==> src/rtl/controlador_refill_instrucoes.sv <==
// rtl/controlador_refill_instrucoes.sv - instruction cache line-refill engine
//
// On a cache miss this block fetches the 16-byte line as four sequential
// 32-bit words over a req/ack handshake. It then writes the assembled
// 128-bit line to the cache fill port as a one-cycle strobe.
//
// Ports:
//   clock, reset              rising-edge clock, asynchronous active-high reset
//   miss_valid, miss_addr     miss request (level) and the PC that missed
//   mem_req, mem_addr         word read request and word-aligned address
//   mem_ack, mem_rdata        per-word completion pulse with read data
//   fill_we                   one-cycle line write strobe to the cache
//   fill_index, fill_tag      line index (PC[7:4]) and tag (PC[31:8])
//   fill_data                 line data, word k at [32k+31:32k]
//   refill_busy               high whenever the engine is not idle
//   refill_count              completed refills, saturating at 16'hFFFF

module controlador_refill_instrucoes (
    input  logic         clock,
    input  logic         reset,
    input  logic         miss_valid,
    input  logic [31:0]  miss_addr,
    output logic         mem_req,
    output logic [31:0]  mem_addr,
    input  logic         mem_ack,
    input  logic [31:0]  mem_rdata,
    output logic         fill_we,
    output logic [3:0]   fill_index,
    output logic [23:0]  fill_tag,
    output logic [127:0] fill_data,
    output logic         refill_busy,
    output logic [15:0]  refill_count
);

    typedef enum logic [1:0] {
        IDLE  = 2'd0,
        REQ   = 2'd1,
        WRITE = 2'd2,
        DONE  = 2'd3
    } state_t;

    state_t            state;
    state_t            state_next;
    logic [27:0]       base_line;
    logic [1:0]        k;
    logic [3:0][31:0]  line_buf;

    always_ff @(posedge clock or posedge reset) begin
        if (reset) begin
            state <= IDLE;
        end else begin
            state <= state_next;
        end
    end

    always_comb begin
        state_next = state;
        case (state)
            IDLE:    if (miss_valid) state_next = REQ;
            REQ:     if (mem_ack && (k == 2'd3)) state_next = WRITE;
            WRITE:   state_next = DONE;
            DONE:    state_next = IDLE;
            default: state_next = IDLE;
        endcase
    end

    // Base, index and tag are captured only on the IDLE->REQ transition, so
    // miss_addr activity while a refill is in flight has no effect.
    always_ff @(posedge clock or posedge reset) begin
        if (reset) begin
            base_line  <= '0;
            fill_index <= '0;
            fill_tag   <= '0;
            k          <= '0;
            line_buf   <= '0;
        end else begin
            if ((state == IDLE) && miss_valid) begin
                base_line  <= miss_addr[31:4];
                fill_index <= miss_addr[7:4];
                fill_tag   <= miss_addr[31:8];
                k          <= 2'd0;
            end
            if ((state == REQ) && mem_ack) begin
                line_buf[k] <= mem_rdata;
                k           <= k + 2'd1;
            end
        end
    end

    // The counter is only written on a refill so that it holds its value in
    // every other cycle.
    always_ff @(posedge clock or posedge reset) begin
        if (reset) begin
            refill_count <= '0;
        end else if ((state == WRITE) && (refill_count != 16'hFFFF)) begin
            refill_count <= refill_count + 16'd1;
        end
    end

    // Outputs are decoded from the state register only. The word offset is
    // concatenated rather than added because base + 12 never carries out of
    // the line.
    assign mem_req     = (state == REQ);
    assign mem_addr    = mem_req ? {base_line, k, 2'b00} : 32'd0;
    assign fill_we     = (state == WRITE);
    assign refill_busy = (state != IDLE);
    assign fill_data   = line_buf;

endmodule
==> config.mk <==
export PLATFORM = sky130hd
export DESIGN_NAME = controlador_refill_instrucoes
export DESIGN_NICKNAME = d
export VERILOG_FILES = /design/src/rtl/controlador_refill_instrucoes.sv
export SDC_FILE = /design/constraint.sdc
export NUM_CORES = 1
export LEC_CHECK = 0
export CORE_MARGIN = 2
export CORE_UTILIZATION = 30
export DETAILED_ROUTE_END_ITERATION = 7
export HOLD_SLACK_MARGIN = 0.02
export PLACE_DENSITY = 0.66
export RECOVER_POWER = 25
export SYNTH_ARGS = -nofsm -noshare
export SYNTH_HDL_FRONTEND = slang
export SYNTH_SLANG_ARGS = --single-unit
==> constraint.sdc <==
create_clock -name clock -period 14.33 [get_ports clock]
set_input_delay 2.866 -clock clock [delete_from_list [all_inputs] [get_ports clock]]
set_output_delay 2.866 -clock clock [all_outputs]
set_load 0.05 [all_outputs]
==> flow_summary.ini, run 1 <==
[clock_tree]
cts.reportedPaths.clkPinSlew_ps = 60
holdBufCountCts = 0
clock-root-buffer = clkbuf_16
cts.repair.resized = 0
cts_setup_buffers = 0
cts_made_buffers = 17
clock-sinks = 176
cts_tree = done
htree_num_levels = 4
insertion_delay_ps = 430
clockBufferDepth = 2

[synth]
synthesis.area_um2 = 7150
synth-seq-cells = 176
synth_area_per_cell_um2 = 15.0
synth-seq-area-share = 0.616
synth_cell_types = 32
yosys_warnings = 0
netlist_instances = 476

[final_layout]
area_growth_pct = 50.1
layout_commonest_cell = clkdlybuf4s50_1
most-common-layout-cells = 265 x clkdlybuf4s50_1, 176 x dfrtp_1, 160 x mux2_2
post-route-util = 0.458
n_fill_cell = 2199
layout-drive-gt1-share = 0.271
final_area_um2 = 10700
nets = 823
antenna_cells = 0

[worst_hold_path]
whs_path_depth = 1
hp-class = reg2reg

[global_route]
grt_pass1_wl_mm = 27.7
grt_usage = 0.145
grt-ovfl-total = 0
grt_pass1_vias = 5075
grt_antenna_before_repair = 0
grt_max_degree = 99

[timing]
slew_headroom = -1.91
post-route-period-util = 0.465
fmax_mhz = 150
min_period_ps = 6660
rsz0062_at_grt = false
hold_viol = 0
fin_setup_tns_ps = 0
finalSetupViolCount = 0
final_max_slew_viol_count = 130
clock_skew_ps = 14.7
worstMarginPinSlew_ps = 4340

[route]
drc = 0
vias = 4783
first_pass_iters = 4
vias_per_cell = 4.44
drt_iter0_markers = 123
detail_route.wl_per_cell_um = 16.6
routed_wl_mm = 17.9
drt.antenna.violating_nets = 0

[floorplan]
die-area_um2 = 25100
num_rows = 56
initial_core_util = 0.305
core-area_um2 = 23400
die_w_um = 158
die_y_um = 158
io_pins = 275

[worst_setup_path]
endpoint_kind = asynchronous set/reset pin
arrival_ps = 7060
cp-start-kind = input port
cp_data_required_time_ps = 14730
criticalPathCategory = in2async
path_max_fanout = 98
r2r_cells = 5

[run_status]
failed_checks = capacitance limit, slew limit
status = finished, violations left

[placement]
place_area_um2 = 10200
gp_congestion = 0.706
io_buffer_count = 268
dp.final_hpwl_mm = 12.0

[flow_run]
drv_cap = 2
-- area by class of cell --
cell class                      instances  area [um2]  share of cell area
Multi-Input combinational cell        274        2580               0.241
Timing Repair Buffer                  270        2690               0.251
Clock buffer                           17         425              0.0397
Clock inverter                         15         191              0.0178
Inverter                                7        27.5             0.00257
Sequential cell                       176        4400               0.411
Tap cell                              319         399              0.0372
-- cells by family (layout without fill, tap and decap cells) --
logic type,Yosys count,in the layout,synth area share
AO/OA/AOI/OAI,17,17,0.0152
XOR/XNOR,7,7,0.00858
other,1,2,0.000525
AND/OR/NAND/NOR,77,77,0.0697
adder cells (fa/ha/maj),9,9,0.0158
multiplexers,162,162,0.256
flip-flops,176,176,0.616
buffers and inverters,27,309,0.0175
-- worst max-delay path, cell delays in order --
cell and delay, ps:
dlygate4sd3_1 540, clkinvlp_2 2430, buf_4 1090
-- state kept, by name, indices dropped and copies added, names as in the netlist --
signal / count
base_line: 1
state: 2
fill_index: 3
fill_data: 128
fill_tag: 24
k: 2
refill_count: 16
-- cells in the mapped netlist --
library cell  count  share of area
dfrtp_1         176           0.62
nor2_4            1         0.0016
and3_1            1        0.00088
a21oi_1           4         0.0028
nor2_1            7         0.0037
and2_1           30          0.026
and4_1            1         0.0012
o21ai_0           6         0.0042
clkbuf_1          5         0.0026
xor2_1            7         0.0086
inv_1             7         0.0037
and2_2            2         0.0021
nand4_4           3         0.0089
a211oi_1          3         0.0032
a21boi_0          1         0.0011
nor4_2            1         0.0018
a21boi_2          1         0.0016
buf_4             2         0.0021
nor3_4            2         0.0046
a311oi_1          1         0.0012
mux2_2          160           0.25
buf_2            13         0.0091
ha_1              9          0.016
conb_1            1        0.00052
and4_2            1         0.0014
nand4_1           1        0.00088
a2bb2oi_1         1         0.0012
nor4b_1           1         0.0012
nand2_1          18         0.0095
nand3_1           7         0.0049
nand2b_1          1        0.00088
mux2_4            2         0.0042
-- final timing paths --
kind	to	slack [ps]	start
setup / recovery	fill_data[94]	7670	reset
hold / removal	fill_data[30]	500	fill_data[30]
setup reg to reg	fill_data[115]	11380	state[1]
hold reg to reg	fill_data[30]	500	fill_data[30]
max in group clock	mem_addr[4]	8680	state[1]
min in group asynchronous	fill_index[0]	4210	reset
-- through the flow --
stage               worst slack (ps)  cells  hold slack, ps
floorplan                       6690    477             524
global placement                9090   1046             486
detailed placement              9040   1046             492
CTS                             8570   1078             508
global route                    6870   1078             518
finish                          7670   1078             504
-- routing by layer --
| metal | global-route usage | part of all wire | vias to the layer above |
|---|---|---|---|
| met1 | 0.180 | 0.44 | 2392 |
| met2 | 0.239 | 0.48 | 168 |
| met4 | 0.0450 | 0.015 | 0 |
| li1 | - | - | 2203 |
| met5 | 0 | 0 | - |
| met3 | 0.0495 | 0.068 | 20 |
Power of run 1 is not shown: default switching activity piles up to over one toggle a cycle in this logic, so the estimate is an artifact.
==> run 2, diff against run 1 <==
==> constraint.sdc (replaced) <==
create_clock -name clock -period 6.37 [get_ports clock]
set_input_delay 1.274 -clock clock [delete_from_list [all_inputs] [get_ports clock]]
set_output_delay 1.274 -clock clock [all_outputs]
set_load 0.05 [all_outputs]
==> flow_summary.ini, run 2 (synthesized netlist as in run 1, its figures left out) <==
[final_layout]
layout_commonest_cell = clkdlybuf4s50_1
area_growth_pct = 49.6
layout-drive-gt1-share = 0.271
largest_reg_flops = 128
antenna_cells = 0
nets = 824
most-common-layout-cells = 266 x clkdlybuf4s50_1, 176 x dfrtp_1, 160 x mux2_2

[global_route]
grt_max_degree = 76
grt_pass1_wl_mm = 27.5
grt_pass1_vias = 4928
grt-ovfl-total = 0
grt_usage = 0.144
grt_antenna_before_repair = 0

[worst_hold_path]
hold_start = fill_data[36]
worstHoldEndpoint = fill_data[36]
hp-class = reg2reg
whs_path_depth = 1

[run_status]
failed_checks = capacitance limit, slew limit
status = finished, violations left

[clock_tree]
cts.reportedPaths.clkPinSlew_ps = 70
cts_setup_buffers = 0
htree_num_levels = 4
insertion_delay_ps = 430
cts_made_buffers = 17
clockBufferDepth = 2
cts_tree = done
clock-sinks = 176
holdBufCountCts = 0
cts.repair.resized = 0
clock-root-buffer = clkbuf_16

[timing]
post-route-period-util = 0.633
rsz0062_at_grt = false
min_period_ps = 4030
clock_skew_ps = 14.1
fin_setup_tns_ps = 0
slew_headroom = -1.20
worstMarginPinSlew_ps = 3280
hold_viol = 0
finalSetupViolCount = 0
final_max_slew_viol_count = 107
fmax_mhz = 248

[floorplan]
num_rows = 56
io_pins = 275
die_w_um = 158
core-area_um2 = 23400
initial_core_util = 0.305
die_y_um = 158
die-area_um2 = 25100

[route]
routed_wl_mm = 17.6
first_pass_iters = 4
vias = 4759
drc = 0
vias_per_cell = 4.41
drt_iter0_markers = 121
detail_route.wl_per_cell_um = 16.3
drt.antenna.violating_nets = 0

[worst_setup_path]
cpPeakStageDelay_ps = 800
rrSetupSlack_ps = 3460
crit_family = buffers and inverters
cp_data_required_time_ps = 5100
cp-start-kind = register
crit_slowest_cell = clkdlybuf4s50_1
arrival_ps = 2760
endpoint_kind = output port
reg2reg_to = fill_data[127]
r2r-start = state[1]
path_max_fanout = 34
crit_chain = inv_1 > ha_1 > and2_1 > clkdlybuf4s50_1
r2r_cells = 5
criticalPathCategory = reg2out
path_buf_inv = 2

[flow_run]
drv_cap = 2

[placement]
gp_congestion = 0.713
io_buffer_count = 268
dp.final_hpwl_mm = 12.0
run 2: changes by cell type in the layout (fill, tap and decap cells not counted), sizes merged:
cell           before  now
clkinv              5    3
inv                14   16
dlygate4sd3         3    2
clkdlybuf4s50     265  266
bufinv              1    0
buf                 1    2
clkbuf             18   19
run 2: worst max-delay path by stage:
stage / slack, ps / depth (start not counted) / to / startpoint
after detailed placement: 2700 / 4 / mem_addr[31] / state[1]
after floorplan: 320 / 1 / base_line[3] / reset
final: 2340 / 4 / mem_addr[14] / state[1]
after global placement: 2760 / 4 / mem_addr[9] / state[1]
after global routing: 1730 / 3 / fill_data[101] / reset
after CTS: 2230 / 4 / mem_addr[9] / state[1]
run 2: metal layers:
| layer | share of wire | GRT usage | vias to the layer above |
|---|---|---|---|
| met2 | 0.47 | 0.231 | 162 |
| met3 | 0.071 | 0.0501 | 11 |
| li1 | - | - | 2199 |
| met1 | 0.44 | 0.185 | 2387 |
| met4 | 0.010 | 0.0386 | 0 |
| met5 | 0 | 0 | - |
run 2: stage by stage:
step                std cells  hold slack (ps)   util  cell area [um2]  setup slack [ps]
floorplan                 477              524      -             7150               322
global placement         1047              486  0.435            10200              2760
detailed placement       1047              492  0.435            10200              2700
CTS                      1079              509  0.459            10700              2230
global route             1079              516  0.457            10700              1730
finish                   1079              504  0.457            10700              2340
run 2: worst reg2reg max path, cell delays in order, from the launching register on:
cell,delay [ps]
dfrtp_1,380
inv_1,120
ha_1,780
and2_2,380
nand2_2,600
mux2_2,540
run 2: final cells by class:
type	instances	area [um2]
repair buffers	271	2700
multi-input cells	274	2580
clock buffers	18	439
inverters	7	27.5
clock inverters	14	138
well taps	319	399
flip-flops and latches	176	4400
fillers	2210	12700
Power of run 2 is left out for the same reason.
